## src/rtl/rtc_display_scan_pkg.sv

```systemverilog
// Shared types and constants for the stopwatch 7-segment display scanner.
package rtc_display_pkg;

  typedef enum logic [1:0] {
    IDLE  = 2'd0,
    LOAD  = 2'd1,
    DRIVE = 2'd2,
    GAP   = 2'd3
  } state_t;

  localparam logic [6:0] SEG_OFF    = 7'h7F;
  localparam logic [6:0] SEG_DASH   = 7'b0111111;
  localparam int         NUM_DIGITS = 6;

endpackage

```

## src/rtl/rtc_display_scan_bcd_to_7seg.sv

```systemverilog
// Combinational BCD to active-low {g,f,e,d,c,b,a} decoder; non-BCD codes show a dash.
module bcd_to_7seg
  import rtc_display_pkg::*;
(
  input  logic [3:0] i_bcd,
  output logic [6:0] o_seg
);

  always_comb begin
    case (i_bcd)
      4'd0:    o_seg = 7'b1000000;
      4'd1:    o_seg = 7'b1111001;
      4'd2:    o_seg = 7'b0100100;
      4'd3:    o_seg = 7'b0110000;
      4'd4:    o_seg = 7'b0011001;
      4'd5:    o_seg = 7'b0010010;
      4'd6:    o_seg = 7'b0000010;
      4'd7:    o_seg = 7'b1111000;
      4'd8:    o_seg = 7'b0000000;
      4'd9:    o_seg = 7'b0010000;
      default: o_seg = SEG_DASH;
    endcase
  end

endmodule

```

## src/rtl/rtc_display_scan.sv

```systemverilog
// Six-digit common-anode display scanner with per-frame count snapshot and inter-digit gap.
// Define RTC_DISPLAY_BLANK_EN to blank leading zeros on digits 5..3.
module rtc_display_scan
  import rtc_display_pkg::*;
#(
  parameter int          DIGIT_CYCLES = 1000,
  parameter int          GAP_CYCLES   = 16,
  parameter logic [5:0]  DP_MASK      = 6'b010100
) (
  input  logic        i_clk,
  input  logic        i_reset,
  input  logic [23:0] i_count,
  input  logic        i_displayenb,
  output logic [5:0]  o_anode,
  output logic [6:0]  o_segment,
  output logic        o_dp,
  output logic        o_frame_done
);

  localparam int MAX_CYCLES = (DIGIT_CYCLES > GAP_CYCLES) ? DIGIT_CYCLES : GAP_CYCLES;
  localparam int TMR_W      = $clog2(MAX_CYCLES + 1);
  localparam logic [TMR_W-1:0] DRIVE_LOAD = TMR_W'(DIGIT_CYCLES - 1);
  localparam logic [TMR_W-1:0] GAP_LOAD   = (GAP_CYCLES > 0) ? TMR_W'(GAP_CYCLES - 1) : '0;
  localparam logic [2:0]       LAST_IDX   = 3'(NUM_DIGITS - 1);

  state_t            r_state, w_state_nxt;
  logic [TMR_W-1:0]  r_tmr, w_tmr_nxt;
  logic [2:0]        r_idx, w_idx_nxt;
  logic [23:0]       r_snap, w_snap_nxt;
  logic              w_digit_end;
  logic              w_fd_nxt;
  logic [3:0]        w_nib;
  logic [6:0]        w_dec;
  logic              w_blank;
  logic [5:0]        w_anode_nxt;
  logic [6:0]        w_seg_nxt;
  logic              w_dp_nxt;

  // Outputs are registered from the next-state view so they change on the same edge as the FSM.
  always_ff @(posedge i_clk or posedge i_reset) begin
    if (i_reset) begin
      r_state      <= IDLE;
      r_tmr        <= '0;
      r_idx        <= 3'd0;
      r_snap       <= 24'h0;
      o_anode      <= 6'h3F;
      o_segment    <= SEG_OFF;
      o_dp         <= 1'b1;
      o_frame_done <= 1'b0;
    end else begin
      r_state      <= w_state_nxt;
      r_tmr        <= w_tmr_nxt;
      r_idx        <= w_idx_nxt;
      r_snap       <= w_snap_nxt;
      o_anode      <= w_anode_nxt;
      o_segment    <= w_seg_nxt;
      o_dp         <= w_dp_nxt;
      o_frame_done <= w_fd_nxt;
    end
  end

  always_comb begin
    w_state_nxt = r_state;
    w_idx_nxt   = r_idx;
    w_snap_nxt  = r_snap;
    w_tmr_nxt   = (r_tmr != '0) ? r_tmr - TMR_W'(1) : '0;
    w_fd_nxt    = 1'b0;
    w_digit_end = 1'b0;
    if (!i_displayenb) begin
      w_state_nxt = IDLE;
      w_tmr_nxt   = '0;
    end else begin
      case (r_state)
        IDLE: begin
          w_state_nxt = LOAD;
          w_tmr_nxt   = '0;
        end
        LOAD: begin
          w_snap_nxt  = i_count;
          w_idx_nxt   = 3'd0;
          w_state_nxt = DRIVE;
          w_tmr_nxt   = DRIVE_LOAD;
        end
        DRIVE: begin
          if (r_tmr == '0) begin
            if (GAP_CYCLES > 0) begin
              w_state_nxt = GAP;
              w_tmr_nxt   = GAP_LOAD;
            end else begin
              w_digit_end = 1'b1;
            end
          end
        end
        GAP: begin
          if (r_tmr == '0) w_digit_end = 1'b1;
        end
        default: w_state_nxt = IDLE;
      endcase
      // Last digit wraps to LOAD so every frame starts from a fresh snapshot.
      if (w_digit_end) begin
        if (r_idx < LAST_IDX) begin
          w_idx_nxt   = r_idx + 3'd1;
          w_state_nxt = DRIVE;
          w_tmr_nxt   = DRIVE_LOAD;
        end else begin
          w_fd_nxt    = 1'b1;
          w_state_nxt = LOAD;
          w_tmr_nxt   = '0;
        end
      end
    end
  end

  always_comb begin
    case (w_idx_nxt)
      3'd0:    w_nib = w_snap_nxt[3:0];
      3'd1:    w_nib = w_snap_nxt[7:4];
      3'd2:    w_nib = w_snap_nxt[11:8];
      3'd3:    w_nib = w_snap_nxt[15:12];
      3'd4:    w_nib = w_snap_nxt[19:16];
      3'd5:    w_nib = w_snap_nxt[23:20];
      default: w_nib = 4'h0;
    endcase
  end

  bcd_to_7seg u_dec (
    .i_bcd (w_nib),
    .o_seg (w_dec)
  );

`ifdef RTC_DISPLAY_BLANK_EN
  logic w_z5, w_z4, w_z3;
  assign w_z5    = (w_snap_nxt[23:20] == 4'h0);
  assign w_z4    = w_z5 && (w_snap_nxt[19:16] == 4'h0);
  assign w_z3    = w_z4 && (w_snap_nxt[15:12] == 4'h0);
  assign w_blank = ((w_idx_nxt == 3'd5) && w_z5) ||
                   ((w_idx_nxt == 3'd4) && w_z4) ||
                   ((w_idx_nxt == 3'd3) && w_z3);
`else
  assign w_blank = 1'b0;
`endif

  // A blanked digit keeps its anode asserted so scan timing is unaffected.
  always_comb begin
    w_anode_nxt = 6'h3F;
    w_seg_nxt   = SEG_OFF;
    w_dp_nxt    = 1'b1;
    if (w_state_nxt == DRIVE) begin
      w_anode_nxt = ~(6'd1 << w_idx_nxt);
      if (!w_blank) begin
        w_seg_nxt = w_dec;
        w_dp_nxt  = ~DP_MASK[w_idx_nxt];
      end
    end
  end

endmodule
```

## config.mk

```make
export PLATFORM = sky130hd
export DESIGN_NAME = rtc_display_scan
export DESIGN_NICKNAME = d
export VERILOG_FILES = /design/src/rtl/rtc_display_scan_pkg.sv /design/src/rtl/rtc_display_scan_bcd_to_7seg.sv /design/src/rtl/rtc_display_scan.sv
export SDC_FILE = /design/constraint.sdc
export NUM_CORES = 1
export LEC_CHECK = 0
export ABC_CLOCK_PERIOD_IN_PS = 7700
export BUFFER_PORTS_ARGS = -buffer_cell sky130_fd_sc_hd__buf_4
export CAP_MARGIN = 20
export CORE_UTILIZATION = 40
export CTS_BUF_LIST = sky130_fd_sc_hd__clkbuf_4
export DETAILED_ROUTE_END_ITERATION = 8
export PLACE_DENSITY_LB_ADDON = 0.25
export RECOVER_POWER = 50
export SLEW_MARGIN = 15
export SYNTH_ARGS = -nofsm -noshare
export SYNTH_HDL_FRONTEND = slang
export SYNTH_SLANG_ARGS = --single-unit
```

## constraint.sdc

```tcl
create_clock -name i_clk -period 7.7 [get_ports i_clk]
set_input_delay 0.77 -clock i_clk [delete_from_list [all_inputs] [get_ports i_clk]]
set_output_delay 0.77 -clock i_clk [all_outputs]
set_load 0.005 [all_outputs]
```

* Word-level counts from Yosys, hierarchy flattened
Memories as Yosys holds them, arrays and structs flattened. Cells that the tools add are included.
Storage, ports and cells: bits in read-only memories 120, memories 2, output and inout port bits 15, register bits 54, input bits 27
Memories:
- (name not given) | depth 16, bits a word 7, read ports 1, clocked after Yosys merged registers in 0, write ports 0, RTL line rtc_display_scan_bcd_to_7seg.sv:10 | case (i_bcd)
- (name not given) | depth 8, bits a word 1, read ports 1, clocked after Yosys merged registers in 0, write ports 0, RTL line rtc_display_scan.sv:152 | w_dp_nxt = ~DP_MASK[w_idx_nxt];
Cells by class: add/subtract/negate cells 2, bitwise operators 2, equal/unequal tests 9, mux-type cells 28, magnitude comparators 2, reduce and logical (&&, ||, !) cells 4, shift-type cells 1
Operators by type and width (number):
- $mux 10 | 5
- $mux 24 | 2
- $pmux 10 s3 | 1
- $pmux 4 s6 | 1
- $mux 3 | 4
- $logic_not 10->1 | 1
- $reduce_bool 10->1 | 1
- $sub 10x1->10 const B | 1
- $mux 1 | 8
- $mux 2 | 4
- $mux 7 | 1
- $eq 2x2->1 const B | 3
- $eq 3x2->1 const B | 2
- $eq 3x3->1 const B | 2
- $mux 6 | 1
- $not 6->6 | 1
- $pmux 2 s3 | 1
- $shl 1x3->6 const A | 1
- $lt 3x4->1 const B | 1
- $add 3x1->3 const B | 1
- $eq 3x1->1 const B | 1
- $logic_not 3->1 | 1
- $lt 3x3->1 const B | 1
- $eq 2x1->1 const B | 1
- other kinds (2) | 2

* Logic depth before layout (Yosys ltp)
Gate-level depths: netlist of the first run.
depth after elaboration 10, depth in mapped cells 16, mapped depth without buffers 15

* Hierarchy
From an unflattened synthesis of the first run, not the netlist that was laid out.
Unflattened totals: cell total of the unflattened synthesis 251, area, all modules 2783.9 µm²
Modules (own cells, without submodules):
- rtc_display_scan | cells an instance 220, instances 1, sequential area each 1368.8 µm², area each 2543.7 µm²
- bcd_to_7seg | cells an instance 31, instances 1, sequential area each 0.0 µm², area each 240.2 µm²

* Least setup slack after synthesis of the first run
OpenSTA, ideal clock, no wires.
path kind input port to flip-flop, start input port i_displayenb, end register o_segment[4], data arrival time 3.122 ns, buffers on the path 1, stages on the path 14, setup time 0.077 ns, slack 4.501 ns, cells stage by stage and4b_1 -> and4_1 -> buf_2 -> and3_1 -> nor2_4 -> inv_2 -> or3_1 -> a32oi_2 -> inv_2 -> ha_1 -> nand2_1 -> nor3_1 -> mux2_2 -> a31oi_1
On the way: longest elaborated chain between the ends 5
RTL lines:
- start: declaration | RTL line rtc_display_scan.sv:13 | input logic i_displayenb,
- $mux 3 * | RTL line rtc_display_scan.sv:69 | if (!i_displayenb) begin
- via w_idx_nxt[1] | RTL line rtc_display_scan.sv:28 | logic [2:0] r_idx, w_idx_nxt;
- $eq 3x3->1 (tied with other cells) | RTL line rtc_display_scan.sv:115 | case (w_idx_nxt)
- $pmux 4 s6 * | RTL line rtc_display_scan.sv:115
- $mem_v2 16x7 *
- $mux 7 * | RTL line rtc_display_scan.sv:148 | if (w_state_nxt == DRIVE) begin
- via w_seg_nxt[4] | RTL line rtc_display_scan.sv:36 | logic [6:0] w_seg_nxt;
- end signal: assignment | RTL line rtc_display_scan.sv:56 | o_segment <= w_seg_nxt;
- end: declaration | RTL line rtc_display_scan.sv:15 | output logic [6:0] o_segment,
Mark *: on every way through the listed nets, which the timed path passes. The rest lies on a longest branch.

* Worst setup path after layout of the first run
start register r_state[0], end register o_segment[4]
On the way: longest elaborated chain between the ends 9
RTL lines:
- start: declaration | RTL line rtc_display_scan.sv:26 | state_t r_state, w_state_nxt;
- start signal: assignment | RTL line rtc_display_scan.sv:51 | r_state <= w_state_nxt;
- $eq 2x1->1 / $eq 2x2->1 (equally long branches) | RTL line rtc_display_scan.sv:73 | case (r_state)
- $mux 3 / $mux 1 (equally long branches)
- $mux 3 / $mux 1 (equally long branches) | RTL line rtc_display_scan.sv:101, rtc_display_scan.sv:69
- $mux 3 | RTL line rtc_display_scan.sv:100 | if (w_digit_end) begin
- $mux 3 | RTL line rtc_display_scan.sv:69
- $eq 3x3->1 (tied with other cells) | RTL line rtc_display_scan.sv:115
- $pmux 4 s6 | RTL line rtc_display_scan.sv:115
- $mem_v2 16x7
- $mux 7 * | RTL line rtc_display_scan.sv:148
- via w_seg_nxt[4] | RTL line rtc_display_scan.sv:36
Mark *: on every way through the listed nets, which the timed path passes. The rest lies on a longest branch. The select of a mux whose other input is x is not followed.

==> results of run 1 <==
-- flip-flops by register name, summed over array words and instances (netlist names) --
signal / cells
o_dp: 1
r_state: 2
o_segment: 7
o_frame_done: 1
r_snap: 24
r_idx: 3
r_tmr: 10
o_anode: 6
-- placed cells by master, fill, tap and decap left out, types with 4 or more instances in the layout --
cell	synthesis	final
inv_1	9	9
clkbuf_4	0	6
nand2_1	19	19
nor3_1	12	12
mux2_2	24	19
mux2_1	0	5
nand3_1	5	5
a21oi_1	15	15
xor2_1	4	4
buf_4	0	40
a31oi_1	4	4
nor2_1	12	12
dfrtp_1	40	40
xnor2_1	5	5
ha_1	8	8
dfstp_2	14	14
a211oi_1	4	4
o21ai_0	8	8
-- cell type report --
| type | instances | area [um^2] | share of cell area |
|---|---|---|---|
| Clock buffer | 5 | 37.5 | 0.0118 |
| Clock inverter | 3 | 20.0 | 0.00631 |
| Inverter | 12 | 45.0 | 0.0142 |
| Multi-Input combinational cell | 169 | 1290 | 0.406 |
| Sequential cell | 54 | 1370 | 0.432 |
| Tap cell | 77 | 96.3 | 0.0304 |
| Timing Repair Buffer | 43 | 315 | 0.0994 |
-- cell usage after synthesis (4+ instances only) --
cell,instances,area (um^2)
o21ai_0,8,40.0
mux2_2,24,270
inv_1,9,33.8
dfstp_2,14,368
buf_2,6,30.0
a31oi_1,4,25.0
ha_1,8,100
xnor2_1,5,43.8
nand3_1,5,25.0
nand2_1,19,71.3
dfrtp_1,40,1000
nor3_1,12,60.1
a21oi_1,15,75.1
nor2_1,12,45.0
a211oi_1,4,30.0
xor2_1,4,35.0
-- power by group --
| group | internal [mW] | total, mW | leakage [nW] | switching (mW) |
|---|---|---|---|---|
| logic | 0.162 | 0.353 | 0.729 | 0.191 |
| registers | 0.377 | 0.409 | 0.643 | 0.0328 |
| clock network | 0.0359 | 0.129 | 0.0292 | 0.0929 |
| total | 0.574 | 0.891 | 1.40 | 0.317 |
-- cells by family after synthesis --
group,count (synthesis),synth area share
fa+ha+maj,8,0.0364
mux,27,0.109
simple gates,71,0.146
buf+inv,20,0.0327
xor+xnor,9,0.0286
compound gates,54,0.149
flops,54,0.497
-- stage by stage --
stage | instances | setup WS, ps
after floorplan | 243 | 4500
after global placement | 355 | 4100
after detailed placement | 355 | 3990
after CTS | 363 | 4020
after global routing | 363 | 3220
final | 363 | 3570
-- how the worst max path moves through the flow --
stage	startpoint	to	slack, ps	depth (start not counted)
after floorplan	i_displayenb	o_segment[4]$_DFF_PP1_	4500	14
after global routing	r_state[1]$_DFF_PP0_	o_segment[3]$_DFF_PP1_	3220	11
after global placement	i_displayenb	o_segment[3]$_DFF_PP1_	4100	12
final	r_state[0]$_DFF_PP0_	o_segment[4]$_DFF_PP1_	3570	13
after detailed placement	i_displayenb	o_segment[1]$_DFF_PP1_	3990	11
after CTS	r_tmr[6]$_DFF_PP0_	o_segment[1]$_DFF_PP1_	4020	10
-- metal layers --
layer,wire [um],up-vias,track usage
li1,-,962,-
met1,2590,934,0.227
met2,2510,36,0.254
met3,214,8,0.0350
met4,94,0,0.0678
met5,0,-,0
==> reports/results.ini, run 1 <==
[critical_path]
cp_slowest_stage_delay_ps = 1160
path_max_fanout = 28
crit_chain = nand3b_1, clkbuf_1, nand2_1, a41oi_4, o211a_1, nand2_1, a32oi_2, inv_2, ha_1, nand2_1, nor3_1, mux2_2, a31oi_1
cp_top_family = buffers and inverters
r2r_end = o_segment[4]$_DFF_PP1_
cp_common_cell = nand2_1
start_kind = flip-flop
cp-end-kind = flip-flop
arrival_ps = 4450
path_buf_inv = 2
cp.required_ps = 8020
cp_slowest_cell = clkbuf_1
reg2reg_from = r_state[0]$_DFF_PP0_
worstRegToRegCells = 13
criticalPathCategory = flip-flop to flip-flop
ff2ff_setup_slack_ps = 3570

[sta]
finalHoldWorstSlack_ps = 514
tightest_slew_ps = 2760
hold_viol = 0
fmax_mhz = 242
slew_viol_final = 84
period_share = 0.537
min_period_ps = 4130
rsz0062_at_grt = no
fin_tns_setup_ps = 0
setup_viol = 0
maxSlewHeadroom = -0.839
fin_worst_skew_ps = 11.3

[synthesis]
ys_types = 54
yosys_warnings = 0
ys.flop_type = dfrtp_1
synth-edff-count = 0
yosysSeqAreaShare = 0.497
synth_area_per_cell_um2 = 11.3
syn-num-nets = 278
netlist_instances = 243
synth_area_mm2 = 0.00275
synth-async-reset-ratio = 1.00
synth_seq_cells = 54

[power_and_ir_drop]
ir_drop_mv = 0.159
power_mw = 0.891
power.density_mw_per_mm2 = 281
static-leakage-power_nw = 1.40

[clock_tree]
cts_resized = 0
holdBufCountCts = 0
cts_setup_buffers = 0
clock_sinks = 54
cts_tree = built
clk_path_buf_depth = 2
cts_inserted_buffers = 5
htree_levels = 2
worstSkewPairLatency_ps = 390
clk_pin_slew_worst_paths_ps = 150
cts.root.buffer_cell = clkbuf_4

[routing]
via_per_inst = 5.34
via_count = 1940
first_pass_iters = 6
drtIter0Drc = 128
final_antenna_net_count = 0
routed_wl_mm = 5.40
drc_errors = 3
wl_per_cell_um = 14.9

[die]
num_rows = 29
fp.dieH_um = 84.9
core_area_mm2 = 0.00649
initial_utilization = 0.424
dieWidth_um = 84.9
dieArea_mm2 = 0.00721
pin_count = 42

[placed_design]
hpwl_mm = 3.91
gp_congestion = 0.817
placed_area_mm2 = 0.00313
io_buffers = 41

[global_route]
grt_pass1_vias = 1914
grt_max_degree = 55
grt-ovfl-total = 0
antenna_found_initial = 0
track_usage = 0.165
grt_pass1_wl_mm = 9.32

[layout]
design_area_mm2 = 0.00317
num-fill-cells = 591
area_growth_pct = 15.2
final_util = 0.488
fin_nets = 320
drive_gt1_frac = 0.343
antenna_cells = 0

[min_path]
hold_path.class = flip-flop to flip-flop
hold_depth = 1
min_from = r_snap[3]$_DFF_PP0_
hold_end = r_snap[3]$_DFF_PP0_

[status]
status = complete, but fails checks
violations = design-rule violations, max-capacitance violations, max-slew violations

[flow_run]
cap_violations = 2

Power figures use the tool's default switching activity.
==> run 2: changes to the inputs <==
--- a/config.mk
+++ b/config.mk
@@ -5,7 +5,7 @@
 export SDC_FILE = /design/constraint.sdc
 export NUM_CORES = 1
 export LEC_CHECK = 0
-export ABC_CLOCK_PERIOD_IN_PS = 7700
+export ABC_CLOCK_PERIOD_IN_PS = 4000
 export BUFFER_PORTS_ARGS = -buffer_cell sky130_fd_sc_hd__buf_4
 export CAP_MARGIN = 20
 export CORE_UTILIZATION = 40
==> constraint.sdc (replaced) <==
create_clock -name i_clk -period 4 [get_ports i_clk]
set_input_delay 0.4 -clock i_clk [delete_from_list [all_inputs] [get_ports i_clk]]
set_output_delay 0.4 -clock i_clk [all_outputs]
set_load 0.005 [all_outputs]
==> reports/results.ini, run 2 (synthesis results as in run 1) <==
[sta]
hold_viol = 0  ; unchanged
slew_viol_final = 35  ; -58%
fin_worst_skew_ps = 10.0  ; -1.30 ps
fmax_mhz = 280  ; +16%
fin_tns_setup_ps = 0  ; unchanged
finalHoldWorstSlack_ps = 175  ; -339 ps
maxSlewHeadroom = -0.133  ; +0.707
rsz0062_at_grt = no
period_share = 0.893  ; +0.356
tightest_slew_ps = 1700  ; -1060 ps
min_period_ps = 3570  ; -562 ps
setup_viol = 0  ; unchanged

[placed_design]
gp_congestion = 0.817  ; about the same
hpwl_mm = 4.06  ; +3.7%
io_buffers = 41  ; unchanged

[critical_path]
criticalPathCategory = flip-flop to flip-flop
path_max_fanout = 12  ; -57%
cp-end-kind = flip-flop
cp_slowest_stage_delay_ps = 530  ; -630 ps
cp_slowest_cell = o311ai_4
crit_start = r_tmr[2]$_DFF_PP0_
cp.required_ps = 4290  ; -3730 ps
arrival_ps = 3860  ; -590 ps
reg2reg_from = r_tmr[2]$_DFF_PP0_
crit_chain = nor4_4, nand4_2, o311ai_4, a21oi_1, or3_1, a32oi_2, inv_2, ha_1, nand2_1, nor3_1, mux2_2, a31oi_1
start_kind = flip-flop

[routing]
drtIter0Drc = 104  ; -19%
routed_wl_mm = 5.39  ; -0.19%
drc_errors = 3  ; unchanged
first_pass_iters = 7  ; +1
via_per_inst = 5.41  ; +1.2%
via_count = 1968  ; +1.4%
wl_per_cell_um = 14.8  ; -0.46%
final_antenna_net_count = 0  ; unchanged

[clock_tree]
htree_levels = 2  ; unchanged
cts_inserted_buffers = 5  ; unchanged
clk_path_buf_depth = 2  ; unchanged
clk_pin_slew_worst_paths_ps = 140  ; about the same
worstSkewPairLatency_ps = 360  ; -30 ps
clock_sinks = 54  ; unchanged
cts.root.buffer_cell = clkbuf_4
cts_tree = built

[status]
violations = design-rule violations, max-capacitance violations, max-slew violations
status = complete, but fails checks

[layout]
antenna_cells = 0  ; unchanged
final_common_cell = dfrtp_1
largest_register_ffs = 24  ; unchanged
num-fill-cells = 622  ; +5.2%
multi_input_area_mm2 = 0.00129  ; +0.39%
area_growth_pct = 15.7
fin_nets = 321  ; +0.31%
ff_latch_area_mm2 = 0.00137  ; unchanged
final_util = 0.490  ; +0.00193
drive_gt1_frac = 0.366  ; +0.0232
top_regs = r_snap x24, r_tmr x10, o_segment x7
mostFrequentLayoutCells = 40 x dfrtp_1, 35 x buf_4, 24 x mux2_2, 19 x nand2_1, 15 x a21oi_1
regMostFlops = r_snap

[die]
dieWidth_um = 84.9  ; unchanged
num_rows = 29  ; unchanged
fp.dieH_um = 84.9  ; unchanged
initial_utilization = 0.424  ; unchanged
core_area_mm2 = 0.00649  ; unchanged
pin_count = 42  ; unchanged
dieArea_mm2 = 0.00721  ; unchanged

[power_and_ir_drop]
static-leakage-power_nw = 1.41  ; +0.56%
power.density_mw_per_mm2 = 537  ; +91%
ir_drop_mv = 0.171  ; +7.6%

[global_route]
track_usage = 0.163  ; -0.00157
grt_max_degree = 35  ; -36%
grt_pass1_vias = 1972  ; +3.0%
grt_pass1_wl_mm = 9.40  ; +0.88%
grt-ovfl-total = 0  ; unchanged
antenna_found_initial = 0  ; unchanged

[min_path]
hold_path.class = input port to async pin

[flow_run]
cap_violations = 1  ; -1

-- run 2: cell count changes in the layout (fill, tap and decap cells not counted), sizes merged --
cell,previous run,this run
clkinvlp,1,0
clkbuf,8,14
clkinv,1,3
buf,40,35
inv,13,12
-- run 2: metrics by stage --
step                total power [mW]  worst slack, ps  area [um^2]  std cells
finish                          1.71              430         3180        364
global route                    1.85             54.1         3180        364
CTS                             1.74              317         3200        364
detailed placement              1.50              375         3150        356
global placement                1.49              501         3130        355
floorplan                       1.30              925         2750        243
-- run 2: area by class of cell --
class	count	share of cell area
clock buffer	5	0.0118
clock inverter	3	0.00511
inverter	12	0.0142
multi-input combinational	169	0.406
sequential	54	0.430
tap	77	0.0303
timing repair buffer	44	0.103
-- run 2: worst paths after layout --
| check | slack (ps) | end | cells after the start |
|---|---|---|---|
| worst max-delay path | 430 | o_segment[4]$_DFF_PP1_ | 12 |
| worst min-delay path | 170 | r_snap[2]$_DFF_PP0_ | 2 |
| worst max register to register | 430 | o_segment[4]$_DFF_PP1_ | 12 |
| worst min register to register | 510 | r_snap[5]$_DFF_PP0_ | 1 |
| max in group asynchronous | 1800 | r_idx[0]$_DFF_PP0_ | 3 |
| min in group i_clk | 280 | r_snap[12]$_DFF_PP0_ | 2 |
-- run 2: power by group --
| group | internal (mW) | switching [mW] |
|---|---|---|
| Sequential | 0.725 | 0.0620 |
| Clock | 0.0663 | 0.162 |
| Combinational | 0.325 | 0.368 |
-- run 2: timing repair --
action | in CTS | in global routing
hold buffers | 0 | 0
endpoints found under the setup margin | 0 | 5
resized for setup | 0 | 1
setup buffers | 0 | 0
-- run 2: metal layers --
layer	share of wire	vias up	track usage
li1	-	969	-
met1	0.47	955	0.216
met2	0.49	42	0.282
met3	0.039	2	0.0292
met4	0.0037	0	0.0324
met5	0	-	0
-- run 2: critical path: cells and delay by family, from the launching register on --
kind / cells / cell delay (ps)
simple gates: 5 / 1270
compound gates: 4 / 1140
flops: 1 / 460
mux: 1 / 270
fa+ha+maj: 1 / 230
buf+inv: 1 / 120
==> run 3: changes to the inputs <==
--- a/config.mk
+++ b/config.mk
@@ -9,7 +9,7 @@
 export BUFFER_PORTS_ARGS = -buffer_cell sky130_fd_sc_hd__buf_4
 export CAP_MARGIN = 20
 export CORE_UTILIZATION = 40
-export CTS_BUF_LIST = sky130_fd_sc_hd__clkbuf_4
+export CTS_BUF_LIST = sky130_fd_sc_hd__clkbuf_4 sky130_fd_sc_hd__clkbuf_8 sky130_fd_sc_hd__clkbuf_16
 export DETAILED_ROUTE_END_ITERATION = 8
 export PLACE_DENSITY_LB_ADDON = 0.25
 export RECOVER_POWER = 50
==> reports/results.ini, run 3 (synthesis results as in run 1) <==
[sta]
fin_tns_setup_ps = 0  ; unchanged
maxSlewHeadroom = -0.136  ; -0.00320
min_period_ps = 3560  ; -14.0 ps
rsz0062_at_grt = no
period_share = 0.889  ; -0.00350
tightest_slew_ps = 1700  ; +4.80 ps
slew_viol_final = 35  ; unchanged
fin_worst_skew_ps = 5.12  ; -4.90 ps
setup_viol = 0  ; unchanged
hold_viol = 0  ; unchanged
fmax_mhz = 281  ; +0.39%

[layout]
top_regs = r_snap x24, r_tmr x10, o_segment x7
regMostFlops = r_snap
multi_input_area_mm2 = 0.00129  ; unchanged
final_common_cell = dfrtp_1
area_growth_pct = 17.6
ff_latch_area_mm2 = 0.00137  ; unchanged
num-fill-cells = 608  ; -2.3%
largest_register_ffs = 24  ; unchanged
mostFrequentLayoutCells = 40 x dfrtp_1, 35 x buf_4, 24 x mux2_2, 19 x nand2_1, 15 x a21oi_1
drive_gt1_frac = 0.373  ; +0.00697
fin_nets = 321  ; unchanged
antenna_cells = 0  ; unchanged
design_area_mm2 = 0.00323  ; +1.6%

[power_and_ir_drop]
ir_drop_mv = 0.189  ; +11%
combPwrFrac = 0.383  ; -0.023
power.density_mw_per_mm2 = 561  ; +4.6%
intPower_mw = 1.21  ; +8.5%
static-leakage-power_nw = 1.43  ; +1.7%
p_seq_frac = 0.434  ; -0.026
p_sw_mw = 0.606  ; +2.2%
p_clk_frac = 0.183  ; +0.049
switching_share = 0.334  ; -0.0134

[clock_tree]
cts_setup_buffers = 0  ; unchanged
cts_resized = 0  ; unchanged
clock_sinks = 54  ; unchanged
htree_levels = 2  ; unchanged
cts.root.buffer_cell = clkbuf_8
cts_tree = built
cts_inserted_buffers = 5  ; unchanged
clk_path_buf_depth = 2  ; unchanged
clk_pin_slew_worst_paths_ps = 90  ; -50 ps
holdBufCountCts = 0  ; unchanged
worstSkewPairLatency_ps = 310  ; -50 ps

[global_route]
grt_pass1_wl_mm = 9.39  ; about the same
grt_max_degree = 35  ; unchanged
track_usage = 0.164  ; +0.000629
grt-ovfl-total = 0  ; unchanged
antenna_found_initial = 0  ; unchanged
grt_pass1_vias = 1971  ; -0.051%

[placed_design]
gp_congestion = 0.817  ; unchanged
placed_area_mm2 = 0.00315  ; unchanged
hpwl_mm = 4.06  ; unchanged
io_buffers = 41  ; unchanged

[min_path]
hold_path.class = input port to async pin

[routing]
first_pass_iters = 8  ; +1
routed_wl_mm = 5.42  ; +0.54%
drtIter0Drc = 94  ; -9.6%
final_antenna_net_count = 0  ; unchanged
drc_errors = 3  ; unchanged
via_per_inst = 5.38  ; -0.46%
via_count = 1959  ; -0.46%
wl_per_cell_um = 14.9  ; +0.54%

[status]
status = complete, but fails checks
violations = design-rule violations, max-capacitance violations, max-slew violations

[critical_path]
crit_start = r_tmr[2]$_DFF_PP0_
criticalPathCategory = flip-flop to flip-flop
cp.required_ps = 4240  ; -50 ps
reg2reg_from = r_tmr[2]$_DFF_PP0_
path_max_fanout = 12  ; unchanged
arrival_ps = 3790  ; -70 ps
cp-end-kind = flip-flop
start_kind = flip-flop

[flow_run]
cap_violations = 1  ; unchanged

[die]
initial_utilization = 0.424  ; unchanged
dieWidth_um = 84.9  ; unchanged
num_rows = 29  ; unchanged
fp.dieH_um = 84.9  ; unchanged
dieArea_mm2 = 0.00721  ; unchanged
core_area_mm2 = 0.00649  ; unchanged
pin_count = 42  ; unchanged

[run 3: area by class of cell]
type                       instances  share of cell area
timing repair buffer              44               0.101
inverter                          12              0.0139
tap                               77              0.0298
clock inverter                     1             0.00271
multi-input combinational        169               0.400
clock buffer                       7              0.0298
sequential                        54               0.423
[run 3: per-layer routing]
| metal | vias up | global-route usage | wire [um] |
|---|---|---|---|
| met5 | - | 0 | 0 |
| met4 | 0 | 0.0370 | 42 |
| met3 | 5 | 0.0292 | 168 |
| met2 | 33 | 0.282 | 2620 |
| met1 | 952 | 0.216 | 2590 |
| li1 | 969 | - | - |
[run 3: path summary, 6_finish.rpt]
| kind | to | slack [ps] | depth (start not counted) |
|---|---|---|---|
| setup / recovery | o_segment[4]$_DFF_PP1_ | 440 | 12 |
| hold / removal | r_snap[2]$_DFF_PP0_ | 240 | 2 |
| setup reg to reg | o_segment[4]$_DFF_PP1_ | 440 | 12 |
| hold reg to reg | r_snap[5]$_DFF_PP0_ | 500 | 1 |
| max in group asynchronous | r_snap[10]$_DFF_PP0_ | 1720 | 3 |
| min in group i_clk | r_snap[13]$_DFF_PP0_ | 340 | 2 |
[run 3: power groups by stage]
| stage | Sequential (mW) | Combinational (mW) | Clock, mW |
|---|---|---|---|
| floorplan | 0.784 | 0.518 | 0 |
| CTS | 0.791 | 0.704 | 0.349 |
| finish | 0.788 | 0.695 | 0.332 |
| global placement | 0.795 | 0.691 | 0 |
| global route | 0.809 | 0.778 | 0.367 |
| detailed placement | 0.801 | 0.701 | 0 |
[run 3: through the flow]
| step | hold slack [ps] | total power [mW] | worst slack, ps | std cells | util |
|---|---|---|---|---|---|
| after global routing | 300 | 1.95 | 56.7 | 364 | 0.498 |
| after global placement | 479 | 1.49 | 501 | 355 | 0.481 |
| after detailed placement | 450 | 1.50 | 375 | 356 | 0.484 |
| after floorplan | 445 | 1.30 | 925 | 243 | - |
| final | 241 | 1.82 | 444 | 364 | 0.498 |
| after CTS | 113 | 1.84 | 329 | 364 | 0.500 |
[run 3: worst max-delay path, stage by stage (launching register included)]
cell and delay, ps:
dfrtp_1 440, nor4_4 530, nand4_2 290, o311ai_4 540, a21oi_1 120, or3_1 370, a32oi_2 340, inv_2 120
ha_1 230, nand2_1 60, nor3_1 40, mux2_2 270, a31oi_1 140
